==> src/rtl/uv_apb_master.sv <==
// APB4 initiator: turns single-beat agent requests into APB setup/access phases and
// returns read data and error/timeout status on a valid/ready response channel.
module uv_apb_master #(
  parameter int ALEN    = 12,
  parameter int DLEN    = 32,
  parameter int MLEN    = DLEN / 8,
  parameter int TMO_CYC = 256,
  parameter int TMO_W   = 16
) (
  input  logic            clk_i,
  input  logic            rst_i,
  input  logic            req_vld_i,
  output logic            req_rdy_o,
  input  logic            req_write_i,
  input  logic [ALEN-1:0] req_addr_i,
  input  logic [DLEN-1:0] req_wdata_i,
  input  logic [MLEN-1:0] req_strb_i,
  input  logic [2:0]      req_prot_i,
  output logic            rsp_vld_o,
  input  logic            rsp_rdy_i,
  output logic [DLEN-1:0] rsp_rdata_o,
  output logic            rsp_err_o,
  output logic            rsp_tmo_o,
  output logic            m_psel_o,
  output logic            m_penable_o,
  output logic [2:0]      m_pprot_o,
  output logic [ALEN-1:0] m_paddr_o,
  output logic [MLEN-1:0] m_pstrb_o,
  output logic            m_pwrite_o,
  output logic [DLEN-1:0] m_pwdata_o,
  input  logic [DLEN-1:0] m_prdata_i,
  input  logic            m_pready_i,
  input  logic            m_pslverr_i
);

  typedef enum logic [1:0] {IDLE, SETUP, ACCESS, RESP} state_e;

  localparam bit              TmoEn  = (TMO_CYC != 0);
  localparam logic [TMO_W-1:0] TmoLim = TMO_W'(TMO_CYC);

  state_e            state_q, state_d;
  logic [TMO_W-1:0]  cnt_q, cnt_d;
  logic              psel_q, psel_d;
  logic              penable_q, penable_d;
  logic [2:0]        pprot_q, pprot_d;
  logic [ALEN-1:0]   paddr_q, paddr_d;
  logic [MLEN-1:0]   pstrb_q, pstrb_d;
  logic              pwrite_q, pwrite_d;
  logic [DLEN-1:0]   pwdata_q, pwdata_d;
  logic              rsp_vld_q, rsp_vld_d;
  logic [DLEN-1:0]   rsp_rdata_q, rsp_rdata_d;
  logic              rsp_err_q, rsp_err_d;
  logic              rsp_tmo_q, rsp_tmo_d;

  always_ff @(posedge clk_i) begin
    if (rst_i) begin
      state_q     <= IDLE;
      cnt_q       <= '0;
      psel_q      <= 1'b0;
      penable_q   <= 1'b0;
      pprot_q     <= '0;
      paddr_q     <= '0;
      pstrb_q     <= '0;
      pwrite_q    <= 1'b0;
      pwdata_q    <= '0;
      rsp_vld_q   <= 1'b0;
      rsp_rdata_q <= '0;
      rsp_err_q   <= 1'b0;
      rsp_tmo_q   <= 1'b0;
    end else begin
      state_q     <= state_d;
      cnt_q       <= cnt_d;
      psel_q      <= psel_d;
      penable_q   <= penable_d;
      pprot_q     <= pprot_d;
      paddr_q     <= paddr_d;
      pstrb_q     <= pstrb_d;
      pwrite_q    <= pwrite_d;
      pwdata_q    <= pwdata_d;
      rsp_vld_q   <= rsp_vld_d;
      rsp_rdata_q <= rsp_rdata_d;
      rsp_err_q   <= rsp_err_d;
      rsp_tmo_q   <= rsp_tmo_d;
    end
  end

  always_comb begin
    state_d     = state_q;
    cnt_d       = cnt_q;
    psel_d      = psel_q;
    penable_d   = penable_q;
    pprot_d     = pprot_q;
    paddr_d     = paddr_q;
    pstrb_d     = pstrb_q;
    pwrite_d    = pwrite_q;
    pwdata_d    = pwdata_q;
    rsp_vld_d   = rsp_vld_q;
    rsp_rdata_d = rsp_rdata_q;
    rsp_err_d   = rsp_err_q;
    rsp_tmo_d   = rsp_tmo_q;
    unique case (state_q)
      IDLE: begin
        if (req_vld_i) begin
          paddr_d  = req_addr_i;
          pwrite_d = req_write_i;
          pwdata_d = req_wdata_i;
          // APB4 requires all strobes low on reads
          pstrb_d  = req_write_i ? req_strb_i : '0;
          pprot_d  = req_prot_i;
          psel_d   = 1'b1;
          state_d  = SETUP;
        end
      end
      SETUP: begin
        penable_d = 1'b1;
        state_d   = ACCESS;
      end
      ACCESS: begin
        if (m_pready_i) begin
          psel_d      = 1'b0;
          penable_d   = 1'b0;
          rsp_rdata_d = pwrite_q ? '0 : m_prdata_i;
          rsp_err_d   = m_pslverr_i;
          rsp_tmo_d   = 1'b0;
          rsp_vld_d   = 1'b1;
          state_d     = RESP;
        end else begin
          cnt_d = cnt_q + 1'b1;
          if (TmoEn && cnt_d == TmoLim) begin
            psel_d      = 1'b0;
            penable_d   = 1'b0;
            rsp_rdata_d = '0;
            rsp_err_d   = 1'b1;
            rsp_tmo_d   = 1'b1;
            rsp_vld_d   = 1'b1;
            state_d     = RESP;
          end
        end
      end
      RESP: begin
        if (rsp_rdy_i) begin
          rsp_vld_d = 1'b0;
          cnt_d     = '0;
          state_d   = IDLE;
        end
      end
      default: state_d = IDLE;
    endcase
  end

  assign req_rdy_o   = (state_q == IDLE);
  assign rsp_vld_o   = rsp_vld_q;
  assign rsp_rdata_o = rsp_rdata_q;
  assign rsp_err_o   = rsp_err_q;
  assign rsp_tmo_o   = rsp_tmo_q;
  assign m_psel_o    = psel_q;
  assign m_penable_o = penable_q;
  assign m_pprot_o   = pprot_q;
  assign m_paddr_o   = paddr_q;
  assign m_pstrb_o   = pstrb_q;
  assign m_pwrite_o  = pwrite_q;
  assign m_pwdata_o  = pwdata_q;

endmodule

==> config.mk <==
export PLATFORM = sky130hd
export DESIGN_NAME = uv_apb_master
export DESIGN_NICKNAME = d
export VERILOG_FILES = /design/src/rtl/uv_apb_master.sv
export SDC_FILE = /design/constraint.sdc
export NUM_CORES = 1
export LEC_CHECK = 0
export ABC_AREA = 1
export BUFFER_PORTS_ARGS = -buffer_cell sky130_fd_sc_hd__buf_2
export CORE_ASPECT_RATIO = 1.5
export CORE_MARGIN = 5
export CORE_UTILIZATION = 51
export DETAILED_ROUTE_END_ITERATION = 10
export PLACE_DENSITY = 0.94
export REMOVE_ABC_BUFFERS = 1
export SLEW_MARGIN = 10
export SYNTH_ARGS = -nofsm -noshare
export SYNTH_HDL_FRONTEND = slang
export SYNTH_SLANG_ARGS = --single-unit
==> constraint.sdc <==
create_clock -name clk_i -period 3.8 [get_ports clk_i]
set_input_delay 0.19 -clock clk_i [delete_from_list [all_inputs] [get_ports clk_i]]
set_output_delay 0.19 -clock clk_i [all_outputs]
set_load 0.05 [all_outputs]
==> flow_summary.ini, run 1 <==
[floorplan]
num_rows = 41
die_w_um = 85.0
die_area_um2 = 10400
die-height_um = 122
io_pins = 180
initial_utilization_pct = 51.7
core_area_um2 = 8310

[synthesis]
synth_cell_types = 24
avgSynthCellArea_um2 = 7.23
synthXorXnorAreaFrac_pct = 0.407
synth_top_area_share_pct = 49.8
synth_top_family_by_area = simple AND/OR/NAND/NOR gates
synth.area.mux_share_pct = 0
syn_area_um2 = 4300
yosysTopAreaCell = dfxtp_1
synth_seq_cells = 107
synth-compound-area-share_pct = 13.2
syn_inst = 595
yosys-top-cells-area = dfxtp_1 50%, nand2_1 13%, nor2_1 10%, a21oi_1 6.8%, o21ai_0 5.8%
yosysSeqAreaShare_pct = 49.8
ys_warn_count = 0
synth_fa_ha_area_share_pct = 1.45
synthSimpleGateAreaFrac_pct = 29.3

[detailed_routing]
drt_iter0_markers = 327
firstDrtPassIters = 5
final_antenna_net_count = 0
vias = 4389
wl_per_cell_um = 13.2
remaining_drc_errors = 0
drt_wl_total_um = 11600
vias_per_cell = 5.03

[clock_network]
clk_pin_slew_ns = 0.07
clock-root-buffer = clkbuf_16
cts_tree = yes
cts_hold_buf = 0
cts_buffer_depth = 2
cts_sinks = 107
htreeDepth = 3
clock_latency_ns = 0.34
postCtsSetupBuffers = 0
cts_inserted_buffers = 9
cts-resized-gates = 0

[cells_and_area]
fillCellCount = 724
diodes = 0
drive_gt1_share_pct = 27.7
final_area_um2 = 5530
seqCellArea_um2 = 2140
area_growth_pct = 28.7
final_common_cell = buf_2
final_util_pct = 66.6
final_cell_mix = 179 x buf_2, 151 x nand2_1, 114 x nor2_1
multi_input_area_um2 = 1910
layout.nets = 856

[hold_path]
holdCritStartpoint = m_prdata_i[10]
hold_class = in -> reg

[sta]
worst_pin_slew_ns = 0.815
finalCritPeriodShare_pct = 59.8
slew_violations = 0
max_freq_mhz = 440
rsz0062_at_grt = false
hold_viol = 0
finalSetupViolCount = 0
maxSlewHeadroom_pct = 45.6
post-route-min-period_ns = 2.27
setup_tns_ns = 0
clock_skew_ns = 0.00704

[worst_setup_path]
crit_fanout = 17
crit_start = state_q[0]
cp-start-kind = flop
path_class = reg -> reg
arrival_ns = 2.53
cp.required_ns = 4.06
r2r_start = state_q[0]
end_kind = flop

[power]
p_comb_share_pct = 41.9
p_switching_w = 0.00183
peakVddDrop_mv = 0.525
intPower_w = 0.00225
power.share.clock_pct = 22.4
power.density_nw_per_um2 = 737
swShare_pct = 44.8
p_seq_share_pct = 35.6
leakagePower_nw = 2.55

[outcome]
outcome = complete, no violations

[place]
place_area_um2 = 5240
gp_congestion = 0.969
port_buffers = 179
hpwl_um = 8330

[global_route]
grt_pass1_vias = 4042
track_usage_pct = 21.2
grt_max_degree = 58
grt_overflow = 0
grt_pass1_wl_um = 18000
antenna_found_initial = 0

[job]
maxCapViolCount = 0
==> worst paths after layout <==
kind | to | slack (ns) | cells past startpoint
worst max register to register | cnt_q[7] | 1.53 | 8
worst min register to register | rsp_rdata_o[28] | 0.46 | 2
worst min-delay path | rsp_rdata_o[10] | 0.1 | 3
worst max-delay path | cnt_q[7] | 1.53 | 8
==> logic make-up after synthesis <==
logic type               after synthesis
AO/OA/AOI/OAI                        112
XOR/XNOR                               2
adder cells (fa/ha/maj)                5
flip-flops                           107
buffers and inverters                 60
AND/OR/NAND/NOR                      309
==> cell usage after synthesis (all sizes together) <==
cell and n:
clkbuf 23, nand2 156, nor2 119, xor2 1
ha 5, o21ai 51, nand3b 1, inv 30
buf 7, nand3 28, a21oi 59, nand4 5
xnor2 1, o21bai 2, dfxtp 107
==> power by group through the flow <==
| stage | Sequential [W] | Combinational [W] | Clock, W |
|---|---|---|---|
| 3_3_place_gp | 0.00147 | 0.00170 | 0 |
| 3_5_place_dp | 0.00148 | 0.00172 | 0 |
| 5_1_grt | 0.00148 | 0.00184 | 0.000983 |
| 4_1_cts | 0.00145 | 0.00172 | 0.000934 |
| 6_report | 0.00145 | 0.00171 | 0.000914 |
| 2_1_floorplan | 0.00216 | 0.000575 | 0 |
==> stage by stage <==
step | std cells | setup WS, ns | total power [W] | hold slack [ns]
CTS | 873 | 1.51 | 0.00411 | 0.0896
global route | 873 | 1.32 | 0.00430 | 0.0903
floorplan | 565 | 0.784 | 0.00274 | 0.259
finish | 873 | 1.53 | 0.00408 | 0.0956
global placement | 857 | 1.57 | 0.00316 | 0.438
detailed placement | 857 | 1.55 | 0.00319 | 0.445
==> layer usage <==
layer	global-route usage, %	part of all wire [%]
met1	23.7	37
met2	37.5	53
met3	4.57	6.2
met4	10.7	3.8
met5	0	0
==> final cells by class <==
| cell class | count | area share (%) |
|---|---|---|
| sequential | 107 | 38.7 |
| multi-input combinational | 428 | 34.5 |
| timing repair buffer | 185 | 17.0 |
| clock buffer | 11 | 4.21 |
| tap | 107 | 2.42 |
| inverter | 30 | 2.03 |
| clock inverter | 5 | 1.11 |
==> critical path: stages (launching register included) <==
cell and delay [ns]:
dfxtp_1 0.35, inv_1 0.08, ha_1 0.31, nand2_1 0.20, nand3_1 0.51, nor2_1 0.25
buf_4 0.25, nand3_1 0.10, a21oi_1 0.15
==> flip-flops by register name (all words and copies together), names as in the netlist <==
name	flops
state_q	2
rsp_err_o	1
m_pwdata_o	32
rsp_vld_o	1
m_pwrite_o	1
rsp_rdata_o	32
cnt_q	16
m_psel_o	1
m_penable_o	1
m_paddr_o	12
m_pstrb_o	4
rsp_tmo_o	1
m_pprot_o	3
No activity file was read; power rests on OpenSTA's default activity.
==> run 2: changes to the inputs <==
--- a/config.mk
+++ b/config.mk
@@ -9,9 +9,9 @@
 export BUFFER_PORTS_ARGS = -buffer_cell sky130_fd_sc_hd__buf_2
 export CORE_ASPECT_RATIO = 1.5
 export CORE_MARGIN = 5
-export CORE_UTILIZATION = 51
+export CORE_UTILIZATION = 48
 export DETAILED_ROUTE_END_ITERATION = 10
-export PLACE_DENSITY = 0.94
+export PLACE_DENSITY = 0.9
 export REMOVE_ABC_BUFFERS = 1
 export SLEW_MARGIN = 10
 export SYNTH_ARGS = -nofsm -noshare
==> constraint.sdc (replaced) <==
create_clock -name clk_i -period 2.1 [get_ports clk_i]
set_input_delay 0.105 -clock clk_i [delete_from_list [all_inputs] [get_ports clk_i]]
set_output_delay 0.105 -clock clk_i [all_outputs]
set_load 0.05 [all_outputs]
==> run 2 against run 1 <==
Net effect: count of clock-buffer cells in the layout fell by 2; clock skew rose by 0.0037 ns; wire length rose by 7.1%; global-route usage fell by 0.34 points; fmax rose by 12%; core utilization fell by 0.30 points; critical path type unchanged; highest routed layer unchanged; register-to-register slack got worse by 1.5 ns; non-clock buffer count rose by 9; die area rose by 5.6%; cell area rose by 5.1%.
==> flow_summary.ini, run 2 (synthesis results as in run 1) <==
[outcome]
outcome = complete, no violations

[sta]
finalCritPeriodShare_pct = 97.0
finalSetupViolCount = 0
slew_violations = 0
post-route-min-period_ns = 2.04
worst_pin_slew_ns = 0.578
hold_viol = 0
clock_skew_ns = 0.0107
maxSlewHeadroom_pct = 61.5
max_freq_mhz = 491

[worst_setup_path]
crit_fanout = 8
reg2reg_to = rsp_rdata_o[14]
cp.required_ns = 2.31
path_cells = buf_4 > nand2_2 > nor2_4 > nand3_2 > nand2_2 > nand2_2 > inv_1 > nand2_1 > nor2_2 > nand3_4 > nand2_8 > nand2_8 > nand2_1 > a21oi_2
critPathMostFrequentCell = nand2_2
endpoint = rsp_rdata_o[14]
r2r_start = cnt_q[1]
crit_start = cnt_q[1]
arrival_ns = 2.24
end_kind = flop
crit_path_top_delay_cell = dfxtp_4
reg2reg_depth = 14
max_stage_delay_ns = 0.37
cp-start-kind = flop
path_class = reg -> reg
r2r_slack_ns = 0.06

[place]
gp_congestion = 0.955
dp.cells = 864
port_buffers = 179
place_area_um2 = 5270
hpwl_um = 8420

[clock_network]
cts_buffer_depth = 2
clk_pin_slew_ns = 0.08
cts_tree = yes
clock_latency_ns = 0.34
cts_sinks = 107
htreeDepth = 3
cts_inserted_buffers = 9
clock-root-buffer = clkbuf_16

[floorplan]
io_pins = 180
die_area_um2 = 11000
die-height_um = 126
die_w_um = 87.3
initial_utilization_pct = 49.0
core_area_um2 = 8780
num_rows = 42

[global_route]
grt_overflow = 0
grt_max_degree = 58
use_met1_pct = 23.1
grt_pass1_wl_um = 18700
track_usage_pct = 20.9
antenna_found_initial = 0
grtUsageMet3_pct = 4.71
grt_pass1_vias = 4119
gr-max-usage-layer = met2
met2_usage_pct = 36.6

[hold_path]
hold_class = in -> reg
holdCritStartpoint = req_wdata_i[21]

[job]
maxCapViolCount = 0

[cells_and_area]
fin_cells = 889
final_area_um2 = 5820
drive_gt1_share_pct = 32.6
area_growth_pct = 35.3
final_cell_mix = 179 x buf_2, 143 x nand2_1, 108 x nor2_1
diodes = 0
final_common_cell = buf_2
layout.nets = 869

[detailed_routing]
firstDrtPassIters = 5
drt_iter0_markers = 322
vias = 4464
vias_per_cell = 5.02
drt_wl_total_um = 12400
wl_per_cell_um = 13.9
final_antenna_net_count = 0
remaining_drc_errors = 0

[power]
leakagePower_nw = 2.63
power.density_nw_per_um2 = 1290
peakVddDrop_mv = 0.895
## run 2: cell types whose count changed in the layout (fill, tap and decap cells not counted), sizes merged
| cell | before | now |
|---|---|---|
| buf | 185 | 192 |
| nand2 | 156 | 160 |
| clkbuf | 11 | 9 |
| clkinv | 1 | 3 |
| dlygate4sd3 | 0 | 2 |
| bufinv | 1 | 0 |
| inv | 31 | 32 |
## run 2: worst min-delay path by stage
stage / to / slack (ns) / cells past startpoint
global placement: m_pwdata_o[31] / 0.35 / 3
floorplan: cnt_q[10] / 0.17 / 1
detailed placement: m_pwdata_o[31] / 0.36 / 3
global route: rsp_rdata_o[19] / 0.006 / 3
finish: m_pwdata_o[21] / 0.007 / 3
CTS: m_pstrb_o[1] / 0.0007 / 3
## run 2: critical path: cells and delay by family (launching register included)
family	cells	cell delay (ns)
AND/OR/NAND/NOR	11	1.25
flip-flops	1	0.37
buffers and inverters	2	0.19
AO/OA/AOI/OAI	1	0.06
## run 2: metrics by stage
step	power [W]	worst slack [ns]	TNS (ns)	utilization, %	hold WS, ns
after floorplan	0.00495	-0.916	-36.82	-	0.174
after global placement	0.00577	0.0340	0	60.1	0.353
after detailed placement	0.00583	-0.0346	-0.342	60.1	0.362
after CTS	0.00744	0.0177	0	63.7	0.000658
after global routing	0.00794	-0.0429	-0.804	66.3	0.00646
final	0.00753	0.0631	0	66.3	0.00725
## run 2: routing by layer
layer / wire, µm / vias to the layer above
met3: 728 / 49
met5: 0 / -
met1: 4710 / 2008
met2: 6440 / 144
met4: 501 / 0
li1: - / 2263
## run 2: cell type report
| cell class | instances | area, µm² |
|---|---|---|
| Tap cell | 110 | 138 |
| Sequential cell | 107 | 2150 |
| Clock inverter | 7 | 62.6 |
| Multi-Input combinational cell | 432 | 2110 |
| Timing Repair Buffer | 194 | 1010 |
| Clock buffer | 9 | 225 |
| Inverter | 30 | 113 |
| Fill cell | 746 | 2960 |
## run 2: report_power, final
group	internal [W]	total [W]	switching, W
logic	0.000795	0.00330	0.00250
clock network	0.000823	0.00160	0.000778
registers	0.00243	0.00263	0.000199
total	0.00405	0.00753	0.00348
## run 2: what timing repair did
action / CTS / global route
cloned: 0 / 4
setup buffers: 0 / 3
pin swaps: 0 / 16
resized for setup: 2 / 40
endpoints found under the setup margin: 33 / 38
hold buffers: 2 / 0
hold endpoints to repair: 2 / 0
